===== src/rtl/priority_enc_pkg.sv =====
// Shared FSM states, default request count and clog2 helper for the priority encoder family.
package priority_enc_pkg;

  localparam int DEFAULT_N_IN = 8;

  typedef enum logic {
    ST_IDLE,
    ST_PRESENT
  } state_t;

  function automatic int clog2(input int n);
    int r;
    r = 0;
    for (int i = 0; i < 31; i++) begin
      if ((1 << i) < n) r = i + 1;
    end
    return r;
  endfunction

endpackage


===== src/rtl/priority_enc_n_v.sv =====
// Combinational N-input fixed-priority encoder; the highest set index wins.
module priority_enc_n_v #(
  parameter int N = 8,
  parameter int W = 3
) (
  input  logic [N-1:0] i_vec,
  output logic [W-1:0] o_code,
  output logic         o_valid
);

  always_comb begin
    o_code  = '0;
    o_valid = 1'b0;
    for (int i = 0; i < N; i++) begin
      if (i_vec[i]) begin
        o_code  = W'(i);
        o_valid = 1'b1;
      end
    end
  end

endmodule


===== src/rtl/priority_enc_q_v.sv =====
// Registered priority encoder funnel: sticky pending vector, one granted code per cycle on valid/ready.
// Build option PRIORITY_ENC_Q_RR_EN switches from fixed highest-index priority to round-robin.
module priority_enc_q_v
  import priority_enc_pkg::*;
#(
  parameter int  N_IN   = DEFAULT_N_IN,
  localparam int W_CODE = clog2(N_IN)
) (
  input  logic              i_clk,
  input  logic              i_rst,
  input  logic [N_IN-1:0]   i_req,
  input  logic              i_ready,
  output logic              o_valid,
  output logic [W_CODE-1:0] o_code,
  output logic [N_IN-1:0]   o_pend,
  output logic              o_any
);

  state_t              state_q, state_d;
  logic [N_IN-1:0]     pend_q, pend_d;
  logic                valid_q, valid_d;
  logic [W_CODE-1:0]   code_q, code_d;
  logic                accept;
  logic [N_IN-1:0]     clr;
  logic [N_IN-1:0]     enc_in;
  logic [W_CODE-1:0]   enc_code;
  logic                enc_valid;

  assign accept = valid_q & i_ready;

  always_comb begin
    clr = '0;
    if (accept) clr[code_q] = 1'b1;
    pend_d = (pend_q & ~clr) | i_req;
  end

  // IDLE grants from the registered vector; a completing handshake looks ahead at the next one
  assign enc_in = (state_q == ST_PRESENT) ? pend_d : pend_q;

`ifdef PRIORITY_ENC_Q_RR_EN
  logic [W_CODE-1:0] last_q, last_d;
  logic [N_IN-1:0]   rr_mask;
  logic [W_CODE-1:0] masked_code, full_code;
  logic              masked_valid;

  always_comb begin
    last_d  = accept ? code_q : last_q;
    rr_mask = '0;
    for (int i = 0; i < N_IN; i++) begin
      rr_mask[i] = (i < int'(last_d));
    end
  end

  priority_enc_n_v #(.N(N_IN), .W(W_CODE)) u_enc_masked (
    .i_vec   (enc_in & rr_mask),
    .o_code  (masked_code),
    .o_valid (masked_valid)
  );

  priority_enc_n_v #(.N(N_IN), .W(W_CODE)) u_enc_full (
    .i_vec   (enc_in),
    .o_code  (full_code),
    .o_valid (enc_valid)
  );

  assign enc_code = masked_valid ? masked_code : full_code;

  always_ff @(posedge i_clk) begin
    if (i_rst) last_q <= W_CODE'(N_IN - 1);
    else       last_q <= last_d;
  end
`else
  priority_enc_n_v #(.N(N_IN), .W(W_CODE)) u_enc (
    .i_vec   (enc_in),
    .o_code  (enc_code),
    .o_valid (enc_valid)
  );
`endif

  always_ff @(posedge i_clk) begin
    if (i_rst) begin
      state_q <= ST_IDLE;
      pend_q  <= '0;
      valid_q <= 1'b0;
      code_q  <= '0;
    end else begin
      state_q <= state_d;
      pend_q  <= pend_d;
      valid_q <= valid_d;
      code_q  <= code_d;
    end
  end

  always_comb begin
    state_d = state_q;
    unique case (state_q)
      ST_IDLE:    if (enc_valid) state_d = ST_PRESENT;
      ST_PRESENT: if (i_ready && !enc_valid) state_d = ST_IDLE;
      default:    state_d = ST_IDLE;
    endcase
  end

  // A held (not yet accepted) code never gets preempted
  always_comb begin
    valid_d = 1'b0;
    code_d  = '0;
    unique case (state_q)
      ST_IDLE: begin
        if (enc_valid) begin
          valid_d = 1'b1;
          code_d  = enc_code;
        end
      end
      ST_PRESENT: begin
        if (!i_ready) begin
          valid_d = 1'b1;
          code_d  = code_q;
        end else if (enc_valid) begin
          valid_d = 1'b1;
          code_d  = enc_code;
        end
      end
      default: ;
    endcase
  end

  assign o_valid = valid_q;
  assign o_code  = code_q;
  assign o_pend  = pend_q;
  assign o_any   = |pend_q;

endmodule


===== config.mk =====
export PLATFORM = sky130hd
export DESIGN_NAME = priority_enc_q_v
export DESIGN_NICKNAME = d
export VERILOG_FILES = /design/src/rtl/priority_enc_pkg.sv /design/src/rtl/priority_enc_n_v.sv /design/src/rtl/priority_enc_q_v.sv
export SDC_FILE = /design/constraint.sdc
export NUM_CORES = 1
export LEC_CHECK = 0
export ABC_AREA = 1
export CAP_MARGIN = 30
export CORE_AREA = 3 3 45 47
export DETAILED_ROUTE_END_ITERATION = 8
export DIE_AREA = 0 0 48 50
export GPL_ROUTABILITY_DRIVEN = 0
export GPL_TIMING_DRIVEN = 0
export PLACE_DENSITY = 0.73
export SLEW_MARGIN = 25
export SYNTH_ARGS = -nofsm -noshare
export SYNTH_HDL_FRONTEND = slang
export SYNTH_SLANG_ARGS = --single-unit

===== constraint.sdc =====
create_clock -name i_clk -period 2 [get_ports i_clk]
set_clock_uncertainty 0.05 [all_clocks]
set_input_delay 0.4 -clock i_clk [delete_from_list [all_inputs] [get_ports i_clk]]
set_output_delay 0.4 -clock i_clk [all_outputs]
set_load 0.05 [all_outputs]

* Yosys cells after proc, flatten, opt, wreduce, memory -nomap -nowiden
Cells that the tools add are included.
Storage, ports and cells: register bits 13, bits in latches 0, memory bits (writable) 0, bits in read-only memories 0, output and inout port bits 13, logic and storage cells 43, memories kept 0
Operators by class: add/subtract/negate cells 0, multiply operators 0, divide/modulo/power cells 0, $lt $le $gt $ge 2, equal/unequal tests 1, shift-type cells 0, muxes and demuxes 27, bitwise operators 5, reduce and logical (&&, ||, !) cells 4
Operators by type and width (number):
- 2-to-1 mux 3 bit | 6
- 2-to-1 mux 8 bit | 2
- 2-to-1 mux 1 bit | 13
- bitwise AND 8 bit | 1
- NOT 8 bit | 1
- bitwise OR 8 bit | 1
- OR reduction 8 bit | 1
- one-hot mux 3 bit (2 select lines) | 1
- < comparator 3 x 4 -> 1 bit (second input constant) | 1
- 2-to-1 mux 2 bit | 2
- one-hot mux 1 bit (2 select lines) | 2
- demux 1 bit (select 3 bit) | 1
- >= comparator 3 x 1 -> 1 bit (second input constant) | 1
- logical AND 1 bit | 2
- inequality test 2 bit (second input constant) | 1
- bitwise AND 1 bit | 1
- logical NOT 1 bit | 1
- NOT 1 bit | 1

* Logic depth before layout (Yosys ltp)
Gate-level depths: netlist of the first run.
depth in word-level cells 21, depth in mapped cells 15, gate-level depth less buffers 15

* Cells and area by module
A second synthesis of the first run with hierarchy kept.
Second synthesis, totals: cell total of the unflattened synthesis 126, area, all modules 715.7 um^2
Modules (own cells, without submodules):
- priority_enc_q_v | times used 1, cells each 106, area an instance 638.1 um^2
- priority_enc_n_v | times used 1, cells each 20, area an instance 77.6 um^2

* Worst setup path after synthesis of the first run
No wires, ideal clock.
path type register to register, start register state_q, end register state_q, data arrival time 1.708 ns, path slack 0.134 ns, cell stages (with the launch flop) 13, path buffers 0, period minus slack after synthesis 1.866 ns, path through dfxtp_1 nand2_2 nor2_2 nand2_1 a21o_1 inv_2 nand2_1 o21ai_1 nand2_1 nor2_2 nand3_1 nand2_1 inv_1
Between the ends: longest elaborated chain between the ends 13, elaborated cells on any way between the ends 15
RTL lines:
- from (decl) | line priority_enc_q_v.sv:19 | state_t state_q, state_d;
- from (signal assigned) | line priority_enc_q_v.sv:87 | state_q <= state_d;
- 2-to-1 mux 8 bit | line priority_enc_q_v.sv:38 | assign enc_in = (state_q == ST_PRESENT) ? pend_d : pend_q;
- 2-to-1 mux 1 bit (8 in series) | line priority_enc_n_v.sv:15 | if (i_vec[i]) begin
- logical NOT 1 bit | line priority_enc_q_v.sv:98 | ST_PRESENT: if (i_ready && !enc_valid) state_d = ST_IDLE;
- logical AND 1 bit | line priority_enc_q_v.sv:98
- 2-to-1 mux 1 bit | line priority_enc_q_v.sv:98
- one-hot mux 1 bit (2 select lines) * | line priority_enc_q_v.sv:96 | unique case (state_q)
Every way passes the cells marked *; elsewhere a longest branch is shown, timed or not. A chain may end at the register's enable or synchronous reset.

* Worst setup path in the final report of the first run
start register pend_q[5], in the netlist o_pend[5], end output o_pend[5]
RTL lines:
- from (decl) | line priority_enc_q_v.sv:20 | logic [N_IN-1:0] pend_q, pend_d;
- from (signal assigned) | line priority_enc_q_v.sv:88 | pend_q <= pend_d;
- to (decl) | line priority_enc_q_v.sv:15 | output logic [N_IN-1:0] o_pend,
No word-level cell between the ends.

==> impl_metrics.yaml, run 1 <==
status:
  outcome: "completed"
placed_design:
  placed_cells: 146
  io_buffers: 23
  hpwlAfterDp_microns: 1322
clock_tree:
  cts_setup_buffers: 0
  clockBufferDepth: 2
  cts_hold_buffers: 0
  clk_latency_ns: 0.27
  cts.clk_slew.worst_paths_ns: 0.08
  cts.repair.resized: 1
  cts_root_buffer: "clkbuf_4"
  htreeDepth: 1
  cts_tree: "done"
  cts_buffers: 3
  clock_sinks: 12
yosys:
  synth.avg_cell_area_sq_um: 6.622
  synth-seq-cells: 12
  ys_warn_count: 0
  synth_nets: 117
  yosys-top-cells-area: "dfxtp_1 (34%), nand2_1 (20%), inv_1 (6.4%)"
  synth_top_area_cell: "dfxtp_1"
  synth_top_area_frac: 0.3422
  synth.cell_area_sq_um: 701.9
  yosysSeqAreaShare: 0.3422
  syn_inst: 106
  synth_cell_type_count: 21
timing:
  hold_viol: 0
  fmax_mhz: 510.0
  rsz0062_at_grt: "no"
  min_period_ns: 1.961
  tightest_slew_ns: 0.5077
  min_period_over_period: 0.9803
  setup_violations: 0
  maxSlewHeadroom: 0.6610
  final_max_slew_viol_count: 0
final_layout:
  nets: 145
  seqCellArea_sq_um: 240.2
  stdcell_count: 149
  multi_input_area_sq_um: 392.9
  area_delta_synth_final_pct: 41.35
  final_core_util: 0.5874
  n_fill_cell: 170
  layout-drive-gt1-share: 0.1364
  diodes: 0
die:
  rows: 15
  die_w_microns: 48
  core_area_sq_um: 1689
  dieArea_sq_um: 2400
  die_y_microns: 50
  initial_core_util: 0.4156
  top_level_ports: 24
drt:
  detail_route.vias_per_cell: 4.919
  via_count: 733
  routed_wl_microns: 1632
  drt-initial-drc-count: 14
  ant_nets: 0
  drt-pass1-iter-count: 4
  wl_per_cell_microns: 10.95
  drcViolationCount: 0
critical_path:
  cp_slowest_cell: "clkdlybuf4s50_1"
  criticalPathCategory: "reg2out"
  cp_num_buf_inv: 1
  cp-start-kind: "flip-flop"
  critPathArrivalTime_ns: 1.51
  cp_top_family: "buffers and inverters"
  end_kind: "output pin"
  cp_data_required_time_ns: 1.55
  critPathMaxFanout: 4
  slowest_delay_ns: 0.84
  crit_chain: "clkdlybuf4s50_1"
power_and_ir_drop:
  pwr_density_cell_nw_per_um2: 660.0
  ir_worst_vdd_uv: 367.6
  leakage_nw: 0.5171
grt:
  grt_pass1_vias: 675
  grt_overflow_total: 0
  antenna_found_initial: 0
  grt_max_degree: 11
  grt_pass1_wl_microns: 2732
  grt_usage: 0.1558
flow_run:
  drv_cap: 0
worst_hold_path:
  hold_path_class: "reg2reg"
area by class of cell:
cell class	count	share of cell area
Multi-Input combinational cell	77	0.3960
Timing Repair Buffer	23	0.2434
Sequential cell	12	0.2421
Inverter	15	0.05675
Clock buffer	3	0.02270
Tap cell	17	0.02144
Buffer	2	0.01765
synthesized netlist by cell type:
cell type / n
inv_1: 12
nor2_1: 9
or2_2: 2
nand2_2: 1
nor2_2: 2
nor3_2: 1
o21ai_0: 2
a21oi_2: 2
a21o_1: 5
clkbuf_8: 1
nand3_1: 4
dfxtp_1: 12
nand2_1: 38
o21ai_2: 1
nor4_1: 2
clkbuf_1: 1
a21oi_1: 4
inv_2: 3
nor2_4: 1
o21ai_1: 2
mux2i_4: 1
layer usage:
metal,vias up,global-route usage,share of wire
met3,2,0.03650,0.028
met4,0,0.08072,0.013
met1,328,0.2052,0.49
li1,388,-,-
met2,15,0.2269,0.46
met5,-,0,0
per-stage QoR:
step                total power [W]  worst slack [ns]  cell area, sq um  hold WS [ns]  TNS, ns
floorplan                 0.0004353            0.1336             701.9        0.4658        0
global placement          0.0005087           -0.1645             953.4        0.4612  -0.4289
detailed placement        0.0005113           -0.1728             953.4        0.4684  -0.5136
CTS                       0.0006577          0.008338             974.7        0.4788        0
global route              0.0006963         0.0005980             992.2        0.5154        0
finish                    0.0006549           0.03934             992.2        0.4782        0
flip-flops by register name, summed over array words and instances (netlist names):
signal and cells:
state_q 1, o_code 3, o_pend 8
layout by cell type, fill, tap and decap left out:
| cell type | n |
|---|---|
| nand2_1 | 38 |
| clkdlybuf4s50_1 | 17 |
| inv_1 | 12 |
| dfxtp_1 | 12 |
| nor2_1 | 9 |
| a21o_1 | 5 |
| dlymetal6s2s_1 | 5 |
| a21oi_1 | 4 |
| nand3_1 | 4 |
| inv_2 | 3 |
| clkbuf_4 | 3 |
| nor4_1 | 2 |
| nor2_4 | 2 |
| a21oi_2 | 2 |
| or2_2 | 2 |
| o21ai_1 | 2 |
| o21ai_0 | 2 |
| nand2_2 | 1 |
| clkbuf_1 | 1 |
| clkbuf_8 | 1 |
| o21ai_2 | 1 |
| mux2i_4 | 1 |
| nor2_2 | 1 |
| nor3_2 | 1 |
| dlygate4sd2_1 | 1 |
path summary, 6_finish.rpt:
path	start	end	slack [ns]	cells past startpoint
hold reg to reg	o_code[1]	o_code[1]	0.48	2
hold / removal	o_code[1]	o_code[1]	0.48	2
setup reg to reg	state_q	state_q	0.35	12
setup / recovery	o_pend[5]	o_pend[5]	0.04	1
kinds of logic (layout without fill, tap and decap cells):
kind of cell | Yosys count | count (layout) | share of synthesized area
muxes | 1 | 1 | 0.03208
buffers and inverters | 17 | 43 | 0.1052
and+or+nand+nor | 60 | 60 | 0.3725
DFF | 12 | 12 | 0.3422
AOI/OAI and AO/OA | 16 | 16 | 0.1480
where the power goes:
part / total [W] / internal, W / leakage [nW] / switching, W
Clock: 0.000150 / 0.0000695 / 0.0138 / 0.0000803
Sequential: 0.000280 / 0.000258 / 0.101 / 0.0000228
Combinational: 0.000225 / 0.0000871 / 0.403 / 0.000138
No activity file was read; power rests on OpenSTA's default activity.
==> run 2, diff against run 1 <==
Settings changed: CTS_CLUSTER_DIAMETER set to 100.
==> results of run 2 <==
The final DEF is identical to that of run 1; final timing and power are the same.
==> run 3, diff against run 2 <==
Settings changed: CELL_PAD_IN_SITES_DETAIL_PLACEMENT set to 1, CELL_PAD_IN_SITES_GLOBAL_PLACEMENT set to 1, CORE_AREA 3 3 45 47 to 3 3 54 56, DIE_AREA 0 0 48 50 to 0 0 57 59, PLACE_DENSITY 0.73 to not set, PLACE_DENSITY_LB_ADDON set to 0.1.
==> run 3 against run 2 <==
Worst setup slack better by 0.0098 ns. Non-clock buffer count did not move. Wire length increased by 23%. Global-route usage decreased by 2.7 points. Via count grew 0.95%. Critical path type unchanged. Highest routed layer unchanged.
==> impl_metrics.yaml, run 3 (synthesized netlist as in run 1, its figures left out) <==
power_and_ir_drop:
  pwr_density_cell_nw_per_um2: 658.5
  leakage_nw: 0.5203
  p_int_w: 0.0004106
  switching_share: 0.3770
  power.switching_w: 0.0002485
  ir_worst_vdd_uv: 320.3
  p_seq_frac: 0.428
  p_clk_frac: 0.233
  combinationalPowerShare: 0.340
critical_path:
  reg2reg_from: "state_q"
  end_kind: "output pin"
  criticalPathCategory: "reg2out"
  cp_data_required_time_ns: 1.55
  slowest_delay_ns: 0.83
  reg2regPathDepth: 12
  crit_chain: "clkdlybuf4s50_1"
  cp-startpoint: "o_pend[0]"
  cp_slowest_cell: "clkdlybuf4s50_1"
  critPathArrivalTime_ns: 1.50
  cp_top_family: "buffers and inverters"
  ff2ff_setup_slack_ns: 0.29
  critPathMaxFanout: 4
  cp-start-kind: "flip-flop"
  cp_num_buf_inv: 1
  rr_endpoint: "state_q"
flow_run:
  drv_cap: 0
final_layout:
  final_core_util: 0.4040
  area_delta_synth_final_pct: 42.60
  layout-drive-gt1-share: 0.1515
  nets: 145
  stdcell_count: 162
  final_cell_mix: "nand2_1 (38), clkdlybuf4s50_1 (14), inv_1 (12), dfxtp_1 (12), nor2_1 (9)"
  diodes: 0
  largest_reg_flops: 8
  final_common_cell: "nand2_1"
drt:
  wl_per_cell_microns: 12.35
  routed_wl_microns: 2000
  detail_route.vias_per_cell: 4.568
  drt-pass1-iter-count: 4
  drt-initial-drc-count: 12
  via_count: 740
  drcViolationCount: 0
  ant_nets: 0
timing:
  rsz0062_at_grt: "yes"
  setup_violations: 0
  min_period_over_period: 0.9754
  final_max_slew_viol_count: 0
  fmax_mhz: 512.6
  min_period_ns: 1.951
  maxSlewHeadroom: 0.6546
  tightest_slew_ns: 0.5181
  hold_viol: 0
  hold-worst-slack_ns: 0.4791
clock_tree:
  cts_tree: "done"
  cts_hold_buffers: 0
  htreeDepth: 1
  cts_root_buffer: "clkbuf_4"
  cts_buffers: 3
  cts.repair.resized: 5
  clock_sinks: 12
  cts_setup_buffers: 0
  cts.clk_slew.worst_paths_ns: 0.07
  clk_latency_ns: 0.27
  clockBufferDepth: 2
die:
  die_y_microns: 59
  core_area_sq_um: 2477
  die_w_microns: 57
  rows: 18
  top_level_ports: 24
  dieArea_sq_um: 3363
  initial_core_util: 0.2833
placed_design:
  hpwlAfterDp_microns: 1587
  io_buffers: 23
  placed_cells: 159
worst_hold_path:
  min_to: "o_pend[2]"
  whs_path_depth: 2
  min_from: "o_pend[2]"
  hold_path_class: "reg2reg"
grt:
  grt_usage: 0.1290
  grt_pass1_vias: 755
  grt_overflow_total: 0
  grt_pass1_wl_microns: 3312
  grt_max_degree: 11
  antenna_found_initial: 0
status:
  outcome: "completed"
[run 3: cell types whose count changed in the layout (fill, tap and decap cells not counted), sizes merged]
cell,before,now
clkbuf,5,6
clkdlybuf4s50,17,14
dlygate4sd2,1,4
dlymetal6s2s,5,4
[run 3: layer usage]
metal	GRT usage	wire length, microns
met1	0.1682	971
met2	0.2055	898
met3	0.04575	114
met4	0.02980	14
met5	0	0
[run 3: power by group through the flow]
stage | registers (W) | clock network, W | logic, W
6_report | 0.000282 | 0.000153 | 0.000224
5_1_grt | 0.000286 | 0.000173 | 0.000244
4_1_cts | 0.000283 | 0.000159 | 0.000225
3_5_place_dp | 0.000288 | 0 | 0.000229
3_3_place_gp | 0.000288 | 0 | 0.000227
2_1_floorplan | 0.000346 | 0 | 0.0000892
[run 3: worst max path at each step]
stage | to | slack, ns | cells after the start
after floorplan | state_q | 0.13 | 12
after global placement | state_q | -0.24 | 13
after detailed placement | state_q | -0.28 | 13
after CTS | o_pend[5] | 0.009 | 1
after global routing | state_q | -0.03 | 13
final | o_pend[0] | 0.05 | 1
[run 3: layout make-up]
type,instances,area (sq um)
fill,342,1476
clock buffer,3,22.52
tap,30,37.54
inverter,15,56.30
timing repair buffer,23,230.2
multi-input combinational,77,396.6
buffer,2,17.52
sequential,12,240.2
[run 3: stage by stage]
| step | total power [W] | area (sq um) | TNS, ns | setup slack, ns |
|---|---|---|---|---|
| after floorplan | 0.0004353 | 701.9 | 0 | 0.1336 |
| after global placement | 0.0005142 | 969.7 | -0.6660 | -0.2358 |
| after detailed placement | 0.0005172 | 969.7 | -0.8279 | -0.2811 |
| after CTS | 0.0006668 | 985.9 | 0 | 0.008582 |
| after global routing | 0.0007025 | 1001 | -0.03491 | -0.03491 |
| final | 0.0006591 | 1001 | 0 | 0.04916 |
[run 3: tightest hold or removal path, cell delays in order, from the launching register on]
cell and delay, ns:
dfxtp_1 0.34, nand2_1 0.09, a21oi_1 0.06
